**config.mk**
```make
export PLATFORM = sky130hd
export DESIGN_NAME = wr_active_vertex
export DESIGN_NICKNAME = d
export VERILOG_FILES = /design/src/rtl/wr_active_vertex.sv
export SDC_FILE = /design/constraint.sdc
export NUM_CORES = 1
export LEC_CHECK = 0
export BUFFER_PORTS_ARGS = -buffer_cell sky130_fd_sc_hd__buf_2
export CAP_MARGIN = 0
export CORE_ASPECT_RATIO = 0.8
export CORE_MARGIN = 1.5
export CORE_UTILIZATION = 62
export DETAILED_ROUTE_END_ITERATION = 10
export GPL_TIMING_DRIVEN = 0
export PLACE_DENSITY = 0.8
export SYNTH_ARGS = -nofsm -noshare
export SYNTH_HDL_FRONTEND = slang
export SYNTH_SLANG_ARGS = --single-unit
export TNS_END_PERCENT = 30
```
**constraint.sdc**
```tcl
create_clock -name clk -period 3.67 [get_ports clk]
set_clock_uncertainty 0.05 [all_clocks]
set_input_delay 0.1835 -clock clk [delete_from_list [all_inputs] [get_ports clk]]
set_output_delay 0.1835 -clock clk [all_outputs]
set_load 0.05 [all_outputs]
```
**src/rtl/wr_active_vertex.sv**
```systemverilog
// wr_active_vertex
// Write-back stage that closes the active-vertex loop. Results from the last
// pipeline stage are buffered in a small FIFO and streamed one per cycle onto
// the backend bitmap write bus. An outstanding-vertex counter tracks work in
// flight between the front-end issue point and the result return. A short FSM
// raises a one-cycle iteration-end pulse once the front end has ended the
// iteration and the pipeline, the FIFO and the output register are all idle.
//
// Optional feature macro: WR_AV_FILTER_EN
//   defined   : results with result_v_updated==0 are not buffered or forwarded
//               (they still retire from the outstanding counter)
//   undefined : every result is buffered and forwarded
//
// Ports
//   clk, rst                     clock, synchronous active-high reset
//   front_active_v_id_valid      one vertex issued into the pipeline
//   front_iteration_end(_valid)  front-end end-of-iteration level + qualifier
//   result_v_id/_updated/_valid  returning vertex result
//   result_full                  backpressure, occupancy >= FIFO_AFULL
//   backend_active_v_id/_updated/_id_valid   bitmap write bus
//   backend_iteration_end(_valid)            iteration-complete pulse
//   err                          sticky protocol error
//
// FSM states
//   state   | meaning
//   S_RUN   | normal operation, waiting for front-end iteration end
//   S_DRAIN | end seen, waiting for counter, FIFO, output and input to go idle
//   S_END   | end pulse is on the outputs this cycle
//   S_WAIT  | pulse given, waiting for the front-end end level to drop

`ifndef V_ID_WIDTH
`define V_ID_WIDTH 16
`endif

module wr_active_vertex #(
   parameter int V_ID_WIDTH = `V_ID_WIDTH,
   parameter int FIFO_DEPTH = 16,
   parameter int FIFO_AFULL = 12,
   parameter int CNT_WIDTH  = 16
) (
   input  logic                  clk,
   input  logic                  rst,
   input  logic                  front_active_v_id_valid,
   input  logic                  front_iteration_end,
   input  logic                  front_iteration_end_valid,
   input  logic [V_ID_WIDTH-1:0] result_v_id,
   input  logic                  result_v_updated,
   input  logic                  result_v_valid,
   output logic                  result_full,
   output logic [V_ID_WIDTH-1:0] backend_active_v_id,
   output logic                  backend_active_v_updated,
   output logic                  backend_active_v_id_valid,
   output logic                  backend_iteration_end,
   output logic                  backend_iteration_end_valid,
   output logic                  err
);

   localparam int AW = $clog2(FIFO_DEPTH);
   localparam logic [AW:0] DEPTH_C = (AW+1)'(FIFO_DEPTH);
   localparam logic [AW:0] AFULL_C = (AW+1)'(FIFO_AFULL);

   typedef enum logic [1:0] {S_RUN, S_DRAIN, S_END, S_WAIT} state_t;

   state_t                 state;
   logic [V_ID_WIDTH:0]    mem [FIFO_DEPTH];
   logic [AW-1:0]          wr_ptr;
   logic [AW-1:0]          rd_ptr;
   logic [AW:0]            count;
   logic [CNT_WIDTH-1:0]   outst;

   logic                   keep;
   logic                   fifo_empty;
   logic                   fifo_full;
   logic                   wr_req;
   logic                   wr_en;
   logic                   rd_en;
   logic                   inc;
   logic                   dec;
   logic                   drained;
   logic [V_ID_WIDTH:0]    rd_data;

`ifdef WR_AV_FILTER_EN
   assign keep = result_v_updated;
`else
   assign keep = 1'b1;
`endif

   assign fifo_empty  = (count == '0);
   assign fifo_full   = (count == DEPTH_C);
   assign result_full = (count >= AFULL_C);

   // A full check ignores a same-cycle pop: the write is still dropped.
   assign wr_req  = result_v_valid && keep;
   assign wr_en   = wr_req && !fifo_full;
   assign rd_en   = !fifo_empty;
   assign rd_data = mem[rd_ptr];

   assign inc = front_active_v_id_valid && !result_v_valid;
   assign dec = result_v_valid && !front_active_v_id_valid;

   // The output register must itself be low so the last drained write has
   // left the bus before the end pulse.
   assign drained = (outst == '0) && fifo_empty && !backend_active_v_id_valid
                    && !result_v_valid;

   always_ff @(posedge clk) begin
      if (wr_en) mem[wr_ptr] <= {result_v_id, result_v_updated};
   end

   always_ff @(posedge clk) begin
      if (rst) begin
         wr_ptr                      <= '0;
         rd_ptr                      <= '0;
         count                       <= '0;
         outst                       <= '0;
         err                         <= 1'b0;
         state                       <= S_RUN;
         backend_active_v_id         <= '0;
         backend_active_v_updated    <= 1'b0;
         backend_active_v_id_valid   <= 1'b0;
         backend_iteration_end       <= 1'b0;
         backend_iteration_end_valid <= 1'b0;
      end else begin
         if (wr_en) wr_ptr <= wr_ptr + 1'b1;
         if (rd_en) rd_ptr <= rd_ptr + 1'b1;

         case ({wr_en, rd_en})
            2'b10:   count <= count + 1'b1;
            2'b01:   count <= count - 1'b1;
            default: count <= count;
         endcase

         backend_active_v_id_valid <= rd_en;
         backend_active_v_id       <= rd_en ? rd_data[V_ID_WIDTH:1] : '0;
         backend_active_v_updated  <= rd_en & rd_data[0];

         if (inc) begin
            if (outst == '1) err   <= 1'b1;
            else             outst <= outst + 1'b1;
         end else if (dec) begin
            if (outst == '0) err   <= 1'b1;
            else             outst <= outst - 1'b1;
         end

         if (wr_req && fifo_full) err <= 1'b1;

         backend_iteration_end       <= 1'b0;
         backend_iteration_end_valid <= 1'b0;
         case (state)
            S_RUN: begin
               if (front_iteration_end && front_iteration_end_valid)
                  state <= S_DRAIN;
            end
            S_DRAIN: begin
               if (drained) begin
                  state                       <= S_END;
                  backend_iteration_end       <= 1'b1;
                  backend_iteration_end_valid <= 1'b1;
               end
            end
            S_END: begin
               state <= S_WAIT;
            end
            S_WAIT: begin
               if (!front_iteration_end) state <= S_RUN;
            end
            default: state <= S_RUN;
         endcase
      end
   end

endmodule

```
==> run_results.csv <==
group,metric,value,unit
synth,synth_adder_area_share,3.045,%
clocking,cts_tree,"yes",
pwr,swShare,31.51,%
placed_design,dp_hpwl,18870,um
cells_and_area,finish.utilization,73.69,%
floorplan,die_area,0.02223,mm^2
run_status,status,"complete, no violations",
synth,ys_ff_latch,327,
critical_path,path_buf_inv,3,
floorplan,die_x,166.3,um
grt,antenna_found_initial,0,
synth,yosysWarnings,0,
synth,yosysMostFrequentCell,"edfxtp_1",
synth,synth_top_area_share,61.74,%
synth,async_flop_share,0,%
routing,vias_per_cell,6.614,
timing,fmax,0.2782,GHz
job,cap_violations,0,
routing,drt_first_pass_iters,5,
synth,synth_simple_gate_area_share,5.532,%
floorplan,initial_utilization,63.55,%
synth,synth_area,0.01323,mm^2
critical_path,setup.worst_path.class,"in2reg",
clocking,cts_sinks,327,
synth,ys.flop_type,"edfxtp_1",
critical_path,cp_slowest_cell,"or4b_2",
critical_path,slowest_delay,0.64,ns
clocking,cts_max_level,1,
placed_design,io_buffers,42,
synth,synth_edf_count,272,
timing,report.final.slew_viol_count,0,
timing,hold_viol,0,
clocking,clk_latency,0.55,ns
hold_path,hold_class,"in2reg",
pwr,p_total,11.19,mW
floorplan,core-area,0.02082,mm^2
grt,grt_pass1_vias,7712,
synth,synth_compound_area_share,3.830,%
synth,synthTopCellsByCount,"edfxtp_1, mux4_2, dfxtp_1",
critical_path,crit_required,4.06,ns
pwr,pwr-share-clk,29.0,%
critical_path,critPathMaxFanout,15,
cells_and_area,nets,902,
cells_and_area,diodes,0,
synth,synthTopCellsByArea,"edfxtp_1, mux4_2, dfxtp_1",
pwr,irDropWorstVdd,0.4187,mV
routing,route.detailed.drc,0,
cells_and_area,fillers,1172,
pwr,pwr-share-seq,40.6,%
synth,seq_area_frac_synth,70.06,%
timing,fin_crit_sh,97.95,%
timing,period_needed,3.595,ns
clocking,cts.path.max_buffers,3,
synth,avgSynthCellArea,17.95,um^2
grt,grt_max_degree,17,
floorplan,ios,45,
critical_path,startpoint_type,"input port",
critical_path,cp_cell_sequence,"clkbuf_1, inv_1, ha_1, inv_1, ha_1, o211a_1, a211oi_1, nor4b_1, or4b_2, a21oi_1, mux2_2",
pwr,power.internal,7.665,mW
pwr,p_leak,5.253,nW
pwr,p_comb_share,30.4,%
synth,netlist_instances,737,
cells_and_area,drive_gt1_share,25.23,%
clocking,cts_root_buffer,"clkbuf_16",
critical_path,critPathCaptureType,"flip-flop",
timing,relSlewSlack,20.40,%
routing,vias,7547,
cells_and_area,seq_area,0.009269,mm^2
pwr,p_sw,3.527,mW
clocking,cts_setup_buffers,0,
floorplan,rows,47,
timing,worstMarginPinSlew,1.194,ns
grt,overflow,0,
critical_path,path_delay_family,"buffers and inverters",
grt,grt_usage,28.76,%
pwr,powerDensity,729.6,mW/mm^2
timing,setup_viol,0,
routing,final_antenna_net_count,0,
cells_and_area,multi_input_area,0.003809,mm^2
grt,grt_pass1_wl,46260,um
synth,synth_top_family_by_area,"multiplexers",
floorplan,die_height,133.7,um
synth,yosys.area.top_type,"edfxtp_1",
synth,muxShareOfSynthArea,14.94,%
routing,drt-total-wl,30810,um
synth,synth_fp_nets,791,
cells_and_area,areaGrowthSynthToFinish,15.95,%
timing,rsz0062_at_grt,"false",
critical_path,cp_data_arrival_time,3.98,ns
routing,drtIter0Drc,728,
placed_design,gp_congestion,0.8446,
clocking,cts_buffers,30,
routing,wl_per_cell,27.01,um
clocking,cts.clk_slew.worst_paths,0.07,ns
synth,synth_xor_area_share,1.059,%
synth,ys_types,52,
[worst reg2reg max path, delay by kind of cell, from the launching register on]
kind	cells	cell delay [ns]
buf+inv	3	1.66
flops	1	0.32
mux	2	0.91
simple gates	1	0.23
[power groups by stage]
stage                     Clock [mW]  Combinational, mW  Sequential, mW
after floorplan                    0               2.19            4.82
after global placement             0               3.09            4.58
after detailed placement           0               3.28            4.60
after CTS                       3.26               3.38            4.53
after global routing            3.39               3.62            4.56
final                           3.25               3.40            4.54
[flip-flops by register name (all words and copies together) (netlist names), 2 cells and up, named ones only]
register,count
state,2
backend_active_v_id,16
rd_ptr,4
count,5
outst,16
wr_ptr,4
mem,272
[layer usage]
layer / vias up / track usage, % / share of wire [%]
li1: 3190 / - / -
met1: 3808 / 37.44 / 37
met2: 453 / 49.06 / 50
met3: 96 / 6.209 / 9.3
met4: 0 / 9.747 / 3.5
met5: - / 0 / 0
[layout make-up]
| type | count | area share [%] |
|---|---|---|
| clock inverters | 16 | 1.362 |
| well taps | 269 | 2.194 |
| flip-flops and latches | 327 | 60.42 |
| plain buffers | 39 | 1.003 |
| repair buffers | 79 | 4.535 |
| clock buffers | 40 | 5.342 |
| inverters | 13 | 0.3181 |
| multi-input cells | 358 | 24.83 |
[cells by family after synthesis]
family	count (synthesis)
multiplexers	91
AO/OA/AOI/OAI	76
flip-flops	327
adder cells (fa/ha/maj)	31
buffers and inverters	52
XOR/XNOR	16
AND/OR/NAND/NOR	144
[cell usage in the layout, fill, tap and decap left out, types with 17 or more instances in the layout]
cell type and count:
a21oi_1 29, and3_1 18, buf_2 45, clkbuf_1 37
clkbuf_16 31, dfxtp_1 55, dlygate4sd3_1 17, edfxtp_1 272
ha_1 29, mux4_2 85, nand2_1 32, nor2_1 32
[stage by stage]
stage	hold slack [ns]	instance area (um^2)	TNS, ns	instances	worst slack, ns
after global placement	0.4265	13780	-42.27	1048	-0.6895
after CTS	0.007869	15340	0	1141	0.1583
final	0.01965	15340	0	1141	0.07516
after detailed placement	0.4368	14140	-0.7045	1068	-0.3793
after floorplan	0.2324	13230	0	737	0.2866
after global routing	0.02375	15340	0	1141	0.02557
[path summary, 6_finish.rpt]
check / from / end / slack, ns / cells after the start
worst min register to register: outst[4]$_SDFFE_PP0P_ / outst[4]$_SDFFE_PP0P_ / 0.45 / 2
worst max-delay path: result_v_valid / outst[15]$_SDFFE_PP0P_ / 0.08 / 11
worst min-delay path: front_iteration_end / state[0]$_SDFFE_PP0P_ / 0.02 / 3
worst max register to register: flip-flop / backend_active_v_id[14]$_SDFF_PP0_ / 0.38 / 6
[timing repair]
action | in CTS | in global routing
hold buffers | 17 | 0
resized for setup | 0 | 0
endpoints found under the hold margin | 272 | 0
Note: power is estimated with default switching activity, not from simulation.
